===== config.mk =====
export PLATFORM = sky130hd
export DESIGN_NAME = mux_logic_scheduler
export DESIGN_NICKNAME = d
export VERILOG_FILES = /design/src/rtl/mux_logic_scheduler.sv
export SDC_FILE = /design/constraint.sdc
export NUM_CORES = 1
export LEC_CHECK = 0
export BUFFER_PORTS_ARGS = -buffer_cell sky130_fd_sc_hd__buf_4
export CAP_MARGIN = 20
export CORE_ASPECT_RATIO = 0.7
export CORE_UTILIZATION = 45
export DETAILED_ROUTE_END_ITERATION = 16
export PLACE_DENSITY = 0.88
export SLEW_MARGIN = 20
export SYNTH_ARGS = -nofsm -noshare
export SYNTH_HDL_FRONTEND = slang
export SYNTH_SLANG_ARGS = --single-unit
export TNS_END_PERCENT = 30

===== constraint.sdc =====
create_clock -name clk -period 1.9 [get_ports clk]
set_clock_uncertainty 0.15 [all_clocks]
set_input_delay 0.19 -clock clk [delete_from_list [all_inputs] [get_ports clk]]
set_output_delay 0.19 -clock clk [all_outputs]
set_load 0.05 [all_outputs]

===== src/rtl/mux_logic_scheduler.sv =====
// mux_logic_scheduler
//   Shares a single bit-wide 2:1-mux logic cell among four requesters.
//   A round-robin arbiter grants one request at a time. The granted
//   requester's opcode and operands are latched, and the result is
//   evaluated one bit per clock, LSB first.
//
//   state | meaning
//   ------+---------------------------------------------------------
//   IDLE  | waiting for a request; arbitrate, grant, latch operands
//   EVAL  | compute one result bit per cycle (WIDTH cycles)
//   DONE  | publish result: res_valid pulse, res_id/res_data update
//
// Ports
//   clk        rising-edge clock
//   rst        asynchronous active-high reset
//   req        request per requester (bit k = requester k)
//   req_op     3-bit opcode per requester, requester k at [3k+2:3k]
//   req_a      operand A per requester, requester k at slice k
//   req_b      operand B per requester, requester k at slice k
//   gnt        one-hot grant pulse
//   busy       high while evaluating or publishing
//   res_valid  single-cycle result strobe
//   res_id     requester that owns res_data
//   res_data   result word, held until the next result
module mux_logic_scheduler #(
    parameter int WIDTH = 8
) (
    input  logic               clk,
    input  logic               rst,
    input  logic [3:0]         req,
    input  logic [11:0]        req_op,
    input  logic [4*WIDTH-1:0] req_a,
    input  logic [4*WIDTH-1:0] req_b,
    output logic [3:0]         gnt,
    output logic               busy,
    output logic               res_valid,
    output logic [1:0]         res_id,
    output logic [WIDTH-1:0]   res_data
);

    typedef enum logic [1:0] {
        S_IDLE = 2'd0,
        S_EVAL = 2'd1,
        S_DONE = 2'd2
    } state_t;

    localparam logic [4:0] CNT_LAST = 5'(WIDTH - 1);

    state_t           state_q;
    logic [1:0]       last_q;
    logic [1:0]       id_q;
    logic [2:0]       op_q;
    logic [WIDTH-1:0] a_q;
    logic [WIDTH-1:0] b_q;
    logic [WIDTH-1:0] acc_q;
    logic [4:0]       cnt_q;
    logic [3:0]       gnt_q;
    logic             busy_q;
    logic             res_valid_q;
    logic [1:0]       res_id_q;
    logic [WIDTH-1:0] res_data_q;

    logic             found_d;
    logic [1:0]       grant_idx_d;
    logic [1:0]       cand;
    logic             i0;
    logic             i1;
    logic             cell_d;

    // Round-robin search starting one past the last granted requester.
    always_comb begin
        found_d     = 1'b0;
        grant_idx_d = last_q;
        cand        = '0;
        for (int k = 1; k <= 4; k++) begin
            cand = last_q + 2'(k);
            if (!found_d && req[cand]) begin
                found_d     = 1'b1;
                grant_idx_d = cand;
            end
        end
    end

    // The shared cell: operand bits stream out of the LSB of a_q/b_q,
    // B selects between the two opcode-dependent data inputs.
    always_comb begin
        i0 = 1'b0;
        i1 = 1'b0;
        case (op_q)
            3'd0: begin i0 = 1'b0;     i1 = a_q[0];  end
            3'd1: begin i0 = a_q[0];   i1 = 1'b1;    end
            3'd2: begin i0 = 1'b1;     i1 = 1'b0;    end
            3'd3: begin i0 = 1'b1;     i1 = ~a_q[0]; end
            3'd4: begin i0 = ~a_q[0];  i1 = 1'b0;    end
            3'd5: begin i0 = a_q[0];   i1 = ~a_q[0]; end
            3'd6: begin i0 = ~a_q[0];  i1 = a_q[0];  end
            default: begin i0 = 1'b0;  i1 = 1'b0;    end
        endcase
        cell_d = b_q[0] ? i1 : i0;
    end

    always_ff @(posedge clk or posedge rst) begin
        if (rst) begin
            state_q     <= S_IDLE;
            last_q      <= 2'd3;
            id_q        <= '0;
            op_q        <= '0;
            a_q         <= '0;
            b_q         <= '0;
            acc_q       <= '0;
            cnt_q       <= '0;
            gnt_q       <= '0;
            busy_q      <= 1'b0;
            res_valid_q <= 1'b0;
            res_id_q    <= '0;
            res_data_q  <= '0;
        end else begin
            gnt_q       <= '0;
            res_valid_q <= 1'b0;
            case (state_q)
                S_IDLE: begin
                    if (found_d) begin
                        gnt_q   <= 4'b0001 << grant_idx_d;
                        last_q  <= grant_idx_d;
                        id_q    <= grant_idx_d;
                        op_q    <= req_op[int'(grant_idx_d)*3 +: 3];
                        a_q     <= req_a[int'(grant_idx_d)*WIDTH +: WIDTH];
                        b_q     <= req_b[int'(grant_idx_d)*WIDTH +: WIDTH];
                        acc_q   <= '0;
                        cnt_q   <= '0;
                        busy_q  <= 1'b1;
                        state_q <= S_EVAL;
                    end
                end
                S_EVAL: begin
                    // Shift each new bit in at the MSB; after WIDTH shifts
                    // bit 0 has arrived at position 0.
                    acc_q <= (acc_q >> 1) | (WIDTH'(cell_d) << (WIDTH - 1));
                    a_q   <= a_q >> 1;
                    b_q   <= b_q >> 1;
                    cnt_q <= cnt_q + 5'd1;
                    if (cnt_q == CNT_LAST) begin
                        state_q <= S_DONE;
                    end
                end
                S_DONE: begin
                    res_valid_q <= 1'b1;
                    res_id_q    <= id_q;
                    res_data_q  <= acc_q;
                    busy_q      <= 1'b0;
                    state_q     <= S_IDLE;
                end
                default: begin
                    state_q <= S_IDLE;
                    busy_q  <= 1'b0;
                end
            endcase
        end
    end

    assign gnt       = gnt_q;
    assign busy      = busy_q;
    assign res_valid = res_valid_q;
    assign res_id    = res_id_q;
    assign res_data  = res_data_q;

endmodule


======== Word-level counts from Yosys, hierarchy flattened ========
Cells that the tools add are included.
cells by class
  add/subtract/negate cells ............... 4
  $mul .................................... 1
  order comparisons ....................... 4
  eq/ne operators ......................... 11
  shift-type cells ........................ 4
  muxes and demuxes ....................... 35
  bitwise logic cells ..................... 3
  reduce and logical (&&, ||, !) cells .... 18
operators with widths
  kind                                                                    number
  32-bit by 6-bit variable part select with 8-bit output                  2
  8-bit one-hot mux with 2 select lines                                   3
  8-bit two-way mux                                                       3
  2-bit by 3-bit < comparator with 1-bit output (second input constant)   4
  2-bit two-way mux                                                       6
  12-bit by 5-bit variable part select with 3-bit output                  1
  1-bit two-way mux                                                       11
  5-bit one-hot mux with 2 select lines                                   1
  2-bit OR reduction                                                      5
  3-bit equality test (second input constant)                             3
  1-bit binary-select mux with 2-bit select                               4
  4-bit two-way mux                                                       2
  7-bit by 8-bit bitwise OR with 8-bit output                             1
  2-bit AND reduction                                                     4
  3-bit by 2-bit equality test with 1-bit output (second input constant)  2
  1-bit one-hot mux with 3 select lines                                   2
  5-bit by 1-bit adder with 5-bit output (second input constant)          1
  5-bit by 3-bit equality test with 1-bit output (second input constant)  1
  5-bit two-way mux                                                       1
  2-bit adder (second input constant)                                     2
  2-bit by 2-bit multiplier with 4-bit output (second input constant)     1
  2-bit != test (second input constant)                                   2
  2-bit one-hot mux with 2 select lines                                   1
  1-bit by 2-bit left shift with 4-bit output (first input constant)      1
  other kinds (11)                                                        16
word-level totals
  register bits ........................... 54
  input port bits ......................... 82
  output and inout bits ................... 16
  logic and storage cells ................. 93

======== Logic depth before layout (Yosys ltp) ========
Gate-level depths: netlist of the first run.
  word-level depth ........................ 16
  mapped depth ............................ 7
  depth with buffers taken out ............ 5

======== Worst setup path before layout of the first run ========
OpenSTA, ideal clock, no wires.
  kind .................................... flip-flop to flip-flop
  start point ............................. register last_q[1]
  end point ............................... register op_q[0]
  library setup time ...................... 86 ps
  data arrival time ....................... 1598 ps
  required time ........................... 1664 ps
  path slack .............................. 66 ps
  cell stages (with the launch flop) ...... 8
  path buffers ............................ 2
  clock period less this slack ............ 1834 ps
  cell sequence ........................... dfstp_2 > buf_6 > mux2i_1 > o21ai_2 > nor2_8 > buf_6 > mux2_4 > o221ai_2
between the ends
  longest elaborated chain between the ends .. 15
  elaborated cells on any way between the ends .. 28
  classes of those cells .................. add/sub: 3; mul: 1; shift: 1; mux: 16; reduce/logical: 7
RTL lines
  item                                                    RTL line  RTL
  start, declared                                         50        logic [1:0] last_q;
  start signal, assigned                                  124       last_q <= grant_idx_d;
  2-bit by 1-bit adder with 2-bit output                  76        cand = last_q + 2'(k);
  1-bit binary-select mux with 2-bit select               77        if (!found_d && req[cand]) begin
  1-bit two-way mux (not written as such)                 77
  1-bit two-way mux                                       77
  1-bit logical NOT                                       77
  1-bit logical AND                                       77
  1-bit two-way mux                                       77
  1-bit logical NOT                                       77
  1-bit logical AND                                       77
  1-bit two-way mux                                       77
  1-bit logical NOT                                       77
  1-bit logical AND                                       77
  2-bit two-way mux                                       77
  2-bit by 2-bit multiplier with 4-bit output             126       op_q <= req_op[int'(grant_idx_d)*3 +: 3];
  12-bit by 5-bit variable part select with 3-bit output  126
  end signal, assigned                                    126
  end, declared                                           52        logic [2:0] op_q;
Several ways; a longest one is shown, not always the timed one. The select of a mux whose other input is x is not followed.
A chain may end at the register's enable or synchronous reset.

======== Final worst setup path of the first run ========
  start point ............................. register last_q[1]
  end point ............................... register a_q[1]
between the ends
  longest elaborated chain between the ends .. 16
  elaborated cells on any way between the ends .. 30
  classes of those cells .................. add/sub: 3; eq/ne: 1; shift: 1; mux: 18; reduce/logical: 7
RTL lines
  item                                                    RTL line  RTL
  2-bit by 1-bit adder with 2-bit output                  76
  1-bit binary-select mux with 2-bit select               77
  1-bit two-way mux (not written as such)                 77
  1-bit two-way mux                                       77
  1-bit logical NOT                                       77
  1-bit logical AND                                       77
  1-bit two-way mux                                       77
  1-bit logical NOT                                       77
  1-bit logical AND                                       77
  1-bit two-way mux                                       77
  1-bit logical NOT                                       77
  1-bit logical AND                                       77
  2-bit two-way mux                                       77
  32-bit by 6-bit variable part select with 8-bit output  127       a_q <= req_a[int'(grant_idx_d)*WIDTH +: WIDTH];
  8-bit two-way mux                                       122       if (found_d) begin
  8-bit one-hot mux with 2 select lines                   120       case (state_q)
  end signal, assigned                                    127
  end signal, assigned                                    139       a_q <= a_q >> 1;
  end, declared                                           53        logic [WIDTH-1:0] a_q;
Several ways; a longest one is shown, not always the timed one. The select of a mux whose other input is x is not followed.

==> summary.txt, run 1 <==
Setup path
  • Worst endpoint required time: 1.93 ns
  • CP startpoint: last_q[1]
  • Critical path type: reg -> reg
  • Critical path launch point type: flip-flop
  • R2r setup slk: -0.19 ns
  • Critical path fanouts, max: 11
  • FF-to-FF Start: last_q[1]
  • R2R Path End: a_q[1]
  • Crit path arrival time: 2.12 ns
  • R2R depth: 6
  • CP endpoint kind: flip-flop

STA
  • RSZ-0062 raised after global routing: true
  • PnR worst setup slack: -0.190 ns
  • Tightest Pin Transition: 0.548 ns
  • Worst rel slew slack: 0.632
  • Max-slew violations: 0
  • Fin crit share: 1.10
  • Final Setup Violations: 19
  • Final min period: 2.09 ns
  • Final Hold Vio Count: 0
  • Fmax: 0.478 GHz

Clock tree
  • Clk root buf: clkbuf_8
  • Htree depth: 2
  • Clk slew on worst S/H paths: 0.09 ns
  • CTS buffer count: 5
  • TritonCTS clock tree: yes
  • Max clock buf depth: 2
  • Clock net sink count: 54
  • Clock latency on the worst-skew pair: 0.31 ns

Detailed routing
  • DR DRC count: 0
  • TritonRoute pass-1 iters: 4
  • Routed vias/inst: 5.56
  • Routed wire length: 7.33 mm
  • Vias post-DR: 2442
  • Drt wl/cell: 16.7 um
  • DRT antenna net count: 0
  • DRT iter0 DRCs: 141

Logic synthesis
  • Sequential area share after synthesis: 0.477
  • Synth top cells by count: dfrtp_1 (52), mux2i_1 (36), a21oi_1 (20)
  • Post-synth EDFFs: 0
  • Top-count cell post-synth: dfrtp_1
  • Post-synthesis cell type count: 35
  • Post-synth ARST share: 1.00
  • Synth top area share: 0.458
  • Net Count, Synth: 334
  • Syn_area_per_cell: 11.3 um^2
  • Ys Warns: 0
  • Cell Area, Synth: 2840 um^2
  • Mapped Cells: 251
  • Main synth FF type: dfrtp_1
  • Dominant cells by area after synthesis: dfrtp_1 (46%), mux2i_1 (13%), o221ai_1 (4.9%)
  • Leading area contributor after synthesis: dfrtp_1
  • Flops & latches, synth: 54

Place
  • Post-Place Cells: 427
  • # port buffers: 97
  • Post-DP HPWL: 5.20 mm
  • Global placement routability congestion: 0.847
  • Placed cell areas: 3750 um^2

Global routing
  • GR Util All Layers: 0.222
  • Vias in the first global route: 2462
  • First-pass GRT wire length: 11.6 mm
  • Initial antenna violation count: 0
  • Largest net degree at the start of global routing: 39
  • Remaining global-route overflow: 0

Floorplanning
  • Die height: 68.5 um
  • CORE AREA: 5900 um^2
  • Die ar.: 6640 um^2
  • Initial core utilization: 0.481
  • I/O pins: 98
  • Die span in x: 97.0 um
  • Num rows: 23

Job
  • Maxcap violations: 0

Outcome
  • Outcome: complete, but fails checks
  • Failing checks: negative setup slack

Power
  • Pwr dens: 1540 nW/um^2
  • Peak VDD IR: 0.700 mV
  • Leak pwr: 0.00200 uW

Min path
  • Hold WC Path Type: in -> reg
  • Hold_sp: req_a[5]
  • WHS Endpoint: a_q[5]
  • Hold path depth: 3

Final layout
  • Share of cells above drive strength 1: 0.434
  • Fillcell total: 445
  • Area grow syn2layout: 40.2%
  • Design Area, Final: 3980 um^2
  • Final #Nets: 446
  • N_diodes: 0
  • Non-Filler Instances: 439
-- power by group --
part           switching [uW]  internal [uW]
combinational            1740           1480
clock                     369            562
sequential                361           1630
-- flip-flops by register name (all words and copies together) (netlist names), 3 cells and up --
| signal | cells |
|---|---|
| a_q | 8 |
| acc_q | 8 |
| b_q | 8 |
| res_data | 8 |
| cnt_q | 5 |
| gnt | 4 |
| op_q | 3 |
-- worst max-delay path by stage --
| stage | end | slack [ns] | depth (start not counted) |
|---|---|---|---|
| floorplan | op_q[0] | 0.07 | 7 |
| global placement | a_q[2] | 0.02 | 6 |
| detailed placement | a_q[6] | -0.05 | 6 |
| CTS | a_q[0] | -0.05 | 6 |
| global route | a_q[1] | -0.24 | 6 |
| finish | a_q[1] | -0.19 | 6 |
-- per-layer routing --
| layer | wire (um) | track usage |
|---|---|---|
| met3 | 515 | 0.0541 |
| met2 | 3660 | 0.396 |
| met5 | 0 | 0 |
| met1 | 3090 | 0.281 |
| met4 | 65 | 0.0448 |
-- area by class of cell --
cell class	count	area (um^2)	share of cell area
Inverter	5	18.8	0.00471
Timing Repair Buffer	122	993	0.250
Clock inverter	2	60.1	0.0151
Clock buffer	6	82.6	0.0207
Tap cell	75	93.8	0.0236
Multi-Input combinational cell	175	1380	0.346
Sequential cell	54	1350	0.340
-- worst max-delay path: stages (launching register included) --
cell and delay, ns:
dfstp_2 0.59, mux2i_1 0.25, o21ai_2 0.13, nor2_8 0.21, buf_12 0.18, mux2i_1 0.27, o221ai_1 0.16
-- metrics by stage --
stage	setup slack, ns	util	power, uW	hold WS (ns)	TNS, ns
after global routing	-0.242	0.675	6500	0.0259	-3.50
after floorplan	0.0664	-	4100	0.244	0
after global placement	0.0229	0.635	4880	0.0485	0
final	-0.190	0.675	6150	0.0288	-1.73
after CTS	-0.0496	0.662	5990	0.0322	-0.341
after detailed placement	-0.0488	0.635	5020	0.0604	-0.268
-- cell families after synthesis --
| logic type | after synthesis | synth area share |
|---|---|---|
| buf+inv | 22 | 0.0507 |
| fa+ha+maj | 1 | 0.00440 |
| flops | 54 | 0.477 |
| simple gates | 63 | 0.127 |
| compound gates | 62 | 0.162 |
| mux | 49 | 0.180 |
-- what timing repair did --
action | CTS | global route
endpoints found under the setup margin | 13 | 20
cloned | 0 | 1
resized for setup | 2 | 7
hold buffers | 1 | 0
buffers inserted | 0 | 2
pin swaps | 5 | 5
hold endpoints to repair | 14 | 0
-- cell usage in the layout, fill, tap and decap left out, drive strengths merged --
master / instances
o21ai: 9
bufinv: 2
nor4: 2
a31oi: 1
o211ai: 2
or3: 1
nand3b: 2
mux2i: 36
nand2b: 6
o221ai: 17
inv: 5
nor2: 9
nand4: 2
a21o: 2
dfstp: 2
dfrtp: 52
and3: 14
nor2b: 1
mux2: 13
dlygate4sd3: 1
a32oi: 1
a21oi: 21
nand2: 11
a22o: 9
buf: 120
clkbuf: 7
nand3: 10
nor3: 5
ha: 1
(Power assumes the default switching activity.)
==> run 2, diff against run 1 <==
--- a/config.mk
+++ b/config.mk
@@ -7,7 +7,7 @@
 export LEC_CHECK = 0
 export BUFFER_PORTS_ARGS = -buffer_cell sky130_fd_sc_hd__buf_4
 export CAP_MARGIN = 20
-export CORE_ASPECT_RATIO = 0.7
+export CORE_ASPECT_RATIO = 1.4
 export CORE_UTILIZATION = 45
 export DETAILED_ROUTE_END_ITERATION = 16
 export PLACE_DENSITY = 0.88
==> run 2 against run 1 <==
Against the previous run: the flow still finishes with violations (negative setup slack); sequential cell count is the same; core utilization down 2.8 points; non-clock buffer count shrank 4; critical endpoint is now a_q[6]; routed wire length decreased by 7.8%; final area shrank 2.8%; cell count is 2.1% lower; setup slack improved by 0.13 ns; global-route usage fell by 0.94 points; largest cell class unchanged; clock-buffer cell count stayed put; largest power group unchanged.
==> summary.txt, run 2 (synthesis gave the netlist of run 1 again) <==
Final layout
  • Area grow syn2layout: 36.3%
  • Share of cells above drive strength 1: 0.433
  • Final #Nets: 442
  • N_diodes: 0
  • Final Util: 0.647
  • Non-Filler Instances: 430
  • Most common cell after layout, fill and taps aside: buf_4
  • Most frequent cells in the layout: buf_4 (113), dfrtp_1 (52), mux2i_1 (31), a21oi_1 (20), o221ai_1 (16)

Detailed routing
  • Routed vias/inst: 5.67
  • Routed wire length: 6.76 mm
  • Drt wl/cell: 15.7 um
  • DRT antenna net count: 0
  • DRT iter0 DRCs: 119
  • DR DRC count: 0
  • TritonRoute pass-1 iters: 4
  • Vias post-DR: 2440

Global routing
  • Largest net degree at the start of global routing: 55
  • Vias in the first global route: 2470
  • Initial antenna violation count: 0
  • GR Util All Layers: 0.213
  • Remaining global-route overflow: 0
  • First-pass GRT wire length: 11.2 mm

Floorplanning
  • Die ar.: 6640 um^2
  • Die span in x: 69.1 um
  • Num rows: 33
  • I/O pins: 98
  • Die height: 96 um
  • Initial core utilization: 0.474
  • CORE AREA: 5990 um^2

Setup path
  • Critical path type: reg -> reg
  • CP max stage cell: dfstp_2
  • FF-to-FF Start: last_q[1]
  • Worst endpoint required time: 1.93 ns
  • Worst path max stage delay: 0.58 ns
  • R2R Path End: a_q[6]
  • Crit path buf inv count: 1
  • Family with the most delay on the worst path: flip-flops
  • Crit path arrival time: 1.99 ns
  • R2r setup slk: -0.06 ns
  • Critical path fanouts, max: 20
  • CP endpoint kind: flip-flop
  • R2R depth: 6
  • CP cell instances: mux2i_2 -> o21ai_2 -> nor2_8 -> buf_12 -> mux2i_1 -> o221ai_1
  • Critical path launch point type: flip-flop

Place
  • Post-DP HPWL: 5.10 mm
  • # port buffers: 97
  • Post-Place Setup Slack: -0.0567 ns
  • Post-Place Cells: 419
  • Global placement routability congestion: 0.871

Min path
  • WHS Endpoint: a_q[1]
  • Hold WC Path Type: in -> reg
  • Hold path depth: 3
  • Hold_sp: req_a[1]

Clock tree
  • Clock latency on the worst-skew pair: 0.31 ns
  • Clock net sink count: 54
  • Clk slew on worst S/H paths: 0.10 ns
  • TritonCTS clock tree: yes
  • CTS buffer count: 5
  • Clk root buf: clkbuf_8
  • Htree depth: 2
  • Max clock buf depth: 2

Outcome
  • Outcome: complete, but fails checks
  • Failing checks: negative setup slack

Power
  • Peak VDD IR: 0.629 mV
  • Pwr Total: 5680 uW
  • Pwr dens: 1470 nW/um^2
  • Leak pwr: 0.00193 uW

STA
  • Fmax: 0.510 GHz
  • Final Hold Vio Count: 0
  • Max-slew violations: 0
  • Worst hold margin: 0.0303 ns
  • Final min period: 1.96 ns
  • Fin crit share: 1.03
  • PnR worst setup slack: -0.0609 ns
  • Tightest Pin Transition: 0.542 ns
  • RSZ-0062 raised after global routing: true
  • Final Setup Violations: 9
  • Worst rel slew slack: 0.639

Job
  • Maxcap violations: 0
run 2: report_power, final:
| part | internal, uW | switching (uW) | total, uW |
|---|---|---|---|
| clock | 294 | 378 | 672 |
| sequential | 1630 | 336 | 1970 |
| combinational | 1390 | 1650 | 3040 |
run 2: metrics by stage:
| step | instance area (um^2) | TNS [ns] |
|---|---|---|
| 6_report | 3870 | -0.197 |
| 2_1_floorplan | 2840 | 0 |
| 3_3_place_gp | 3690 | 0 |
| 5_1_grt | 3870 | -1.60 |
| 4_1_cts | 3810 | -0.302 |
| 3_5_place_dp | 3690 | -0.289 |
run 2: how the worst max path moves through the flow:
stage / cells after the start / from / endpoint / slack [ns]
final: 6 / last_q[1] / a_q[6] / -0.06
after CTS: 6 / last_q[1] / a_q[6] / -0.06
after detailed placement: 6 / last_q[1] / a_q[6] / -0.06
after global routing: 6 / last_q[1] / a_q[6] / -0.13
after floorplan: 7 / last_q[1] / op_q[0] / 0.07
after global placement: 6 / last_q[1] / op_q[0] / 0.01
run 2: final cells by class:
| cell class | instances | area [um^2] |
|---|---|---|
| inverter | 5 | 18.8 |
| fill | 445 | 2120 |
| tap | 70 | 87.6 |
| sequential | 54 | 1350 |
| clock buffer | 6 | 82.6 |
| clock inverter | 2 | 12.5 |
| timing repair buffer | 118 | 921 |
| multi-input combinational | 175 | 1400 |
run 2: worst register-to-register path: stages (launching register included):
cell and delay, ns:
dfstp_2 0.58, mux2i_2 0.23, o21ai_2 0.12, nor2_8 0.15, buf_12 0.20, mux2i_1 0.24, o221ai_1 0.16
run 2: what timing repair did:
item / CTS / global route
pin swaps: 6 / 1
endpoints found under the hold margin: 52 / 0
endpoints found under the setup margin: 15 / 19
resized for setup: 3 / 8
cloned: 0 / 0
hold buffers: 1 / 0
buffers inserted: 0 / 2
run 2: per-layer routing:
layer | part of all wire | global-route usage | routed length (um)
met5 | 0 | 0 | 0
met4 | 0.030 | 0.0935 | 204
met3 | 0.042 | 0.0408 | 282
met2 | 0.54 | 0.387 | 3670
met1 | 0.39 | 0.244 | 2600
==> run 3, diff against run 2 <==
--- a/config.mk
+++ b/config.mk
@@ -10,8 +10,8 @@
 export CORE_ASPECT_RATIO = 1.4
 export CORE_UTILIZATION = 45
 export DETAILED_ROUTE_END_ITERATION = 16
+export HOLD_SLACK_MARGIN = 0.05
 export PLACE_DENSITY = 0.88
-export SLEW_MARGIN = 20
 export SYNTH_ARGS = -nofsm -noshare
 export SYNTH_HDL_FRONTEND = slang
 export SYNTH_SLANG_ARGS = --single-unit
==> run 3 against run 2 <==
Against the previous run: critical path depth did not move; the flow still finishes with violations (negative setup slack); setup slack improved by 0.0027 ns; non-clock buffer count grew 12; clock-buffer cell count did not move; global-route usage is 0.32 points higher; maximum frequency grew 0.14%; hold slack gained 0.014 ns; largest power group unchanged; power up 0.20%; final area up 3.0%.
==> summary.txt, run 3 (synthesis gave the netlist of run 1 again) <==
Setup path
  • R2R depth: 6
  • FF-to-FF Start: last_q[1]
  • Worst endpoint required time: 1.93 ns
  • Critical path fanouts, max: 20
  • Crit path arrival time: 1.99 ns
  • CP startpoint: last_q[1]
  • R2R Path End: a_q[6]
  • Family with the most delay on the worst path: flip-flops
  • R2r setup slk: -0.06 ns
  • Crit path buf inv count: 1
  • Critical path type: reg -> reg
  • Worst path max stage delay: 0.58 ns
  • CP endpoint kind: flip-flop
  • CP max stage cell: dfstp_2
  • CP cell instances: mux2i_2 -> o21ai_2 -> nor2_8 -> buf_12 -> mux2i_1 -> o221ai_1
  • Critical path launch point type: flip-flop

Final layout
  • Non-Filler Instances: 442
  • Area grow syn2layout: 40.4%
  • Most frequent cells in the layout: buf_4 (113), dfrtp_1 (52), mux2i_1 (32), a21oi_1 (20), o221ai_1 (16)
  • Share of cells above drive strength 1: 0.417
  • Most common cell after layout, fill and taps aside: buf_4
  • N_diodes: 0
  • Final Util: 0.666
  • Final #Nets: 454

Floorplanning
  • Die height: 96 um
  • Num rows: 33
  • Initial core utilization: 0.474
  • CORE AREA: 5990 um^2
  • I/O pins: 98
  • Die span in x: 69.1 um
  • Die ar.: 6640 um^2

Clock tree
  • Htree depth: 2
  • CTS buffer count: 5
  • Clk slew on worst S/H paths: 0.10 ns
  • Clock latency on the worst-skew pair: 0.31 ns
  • Clock net sink count: 54
  • Clk root buf: clkbuf_8
  • TritonCTS clock tree: yes
  • Max clock buf depth: 2

STA
  • Worst rel slew slack: 0.642
  • Fin crit share: 1.03
  • Max-slew violations: 0
  • Tightest Pin Transition: 0.532 ns
  • Final min period: 1.96 ns
  • PnR worst setup slack: -0.0582 ns
  • Fmax: 0.511 GHz
  • Final Setup Violations: 8
  • RSZ-0062 raised after global routing: true
  • Final Hold Vio Count: 0

Global routing
  • Remaining global-route overflow: 0
  • First-pass GRT wire length: 11.4 mm
  • Initial antenna violation count: 0
  • Vias in the first global route: 2505
  • GR Util All Layers: 0.216
  • Largest net degree at the start of global routing: 55

Power
  • Leak pwr: 0.00198 uW
  • NetSw: 2370 uW
  • Switching share of power: 0.416
  • Clock share of power: 0.118
  • Comb pwr share: 0.536
  • Pwr dens: 1430 nW/um^2
  • Sequential Power Share: 0.346
  • Int Power: 3330 uW
  • Peak VDD IR: 0.629 mV

Place
  • # port buffers: 97
  • Post-DP HPWL: 5.10 mm
  • Post-Place Cells: 419
  • Global placement routability congestion: 0.871

Min path
  • Hold_sp: req_a[13]
  • Hold WC Path Type: in -> reg
  • WHS Endpoint: a_q[5]
  • Hold path depth: 3

Detailed routing
  • Drt wl/cell: 15.6 um
  • Vias post-DR: 2489
  • Routed wire length: 6.92 mm
  • DRT antenna net count: 0
  • DRT iter0 DRCs: 105
  • DR DRC count: 0
  • Routed vias/inst: 5.63
  • TritonRoute pass-1 iters: 4

Outcome
  • Failing checks: negative setup slack
  • Outcome: complete, but fails checks

Job
  • Maxcap violations: 0
run 3: worst reg2reg max path, stage by stage (launching register included):
cell and delay, ns:
dfstp_2 0.58, mux2i_2 0.24, o21ai_2 0.12, nor2_8 0.15, buf_12 0.20, mux2i_1 0.24, o221ai_1 0.16
run 3: power by group through the flow:
stage	Sequential, uW	Combinational, uW	Clock, uW
finish	1970	3050	675
detailed placement	1990	2920	0
CTS	1970	2980	688
floorplan	2340	1760	0
global placement	1960	2820	0
global route	2040	3300	737
run 3: how the worst max path moves through the flow:
stage / endpoint / slack, ns / cells after the start
finish: a_q[6] / -0.06 / 6
global placement: op_q[0] / 0.01 / 6
detailed placement: a_q[6] / -0.06 / 6
floorplan: op_q[0] / 0.07 / 7
global route: a_q[6] / -0.13 / 6
CTS: a_q[6] / -0.06 / 6
run 3: area by class of cell:
class / instances / area [um^2]
clock buffer: 6 / 82.6
clock inverter: 2 / 12.5
fill: 427 / 2000
inverter: 5 / 18.8
multi-input combinational: 175 / 1390
sequential: 54 / 1350
tap: 70 / 87.6
timing repair buffer: 130 / 1040
run 3: metal layers:
metal,share of wire,GRT usage,vias up
li1,-,-,1180
met2,0.54,0.395,92
met1,0.39,0.247,1201
met5,0,0,-
met3,0.047,0.0408,16
met4,0.029,0.0935,0
run 3: repair_timing:
action                                  CTS  global route
pin swaps                                 6             1
hold endpoints to repair                 60             0
resized for setup                         3             7
setup buffers                             0             2
hold buffers                             13             0
endpoints found under the setup margin   15            19
run 3: metrics by stage:
stage / hold WS [ns] / worst slack [ns] / instance area (um^2) / power [uW] / setup TNS, ns
3_3_place_gp: 0.113 / 0.00957 / 3690 / 4780 / 0
3_5_place_dp: 0.120 / -0.0567 / 3690 / 4910 / -0.289
4_1_cts: 0.0508 / -0.0587 / 3940 / 5640 / -0.302
2_1_floorplan: 0.244 / 0.0664 / 2840 / 4100 / 0
5_1_grt: 0.0517 / -0.126 / 3990 / 6070 / -1.58
6_report: 0.0441 / -0.0582 / 3990 / 5690 / -0.166
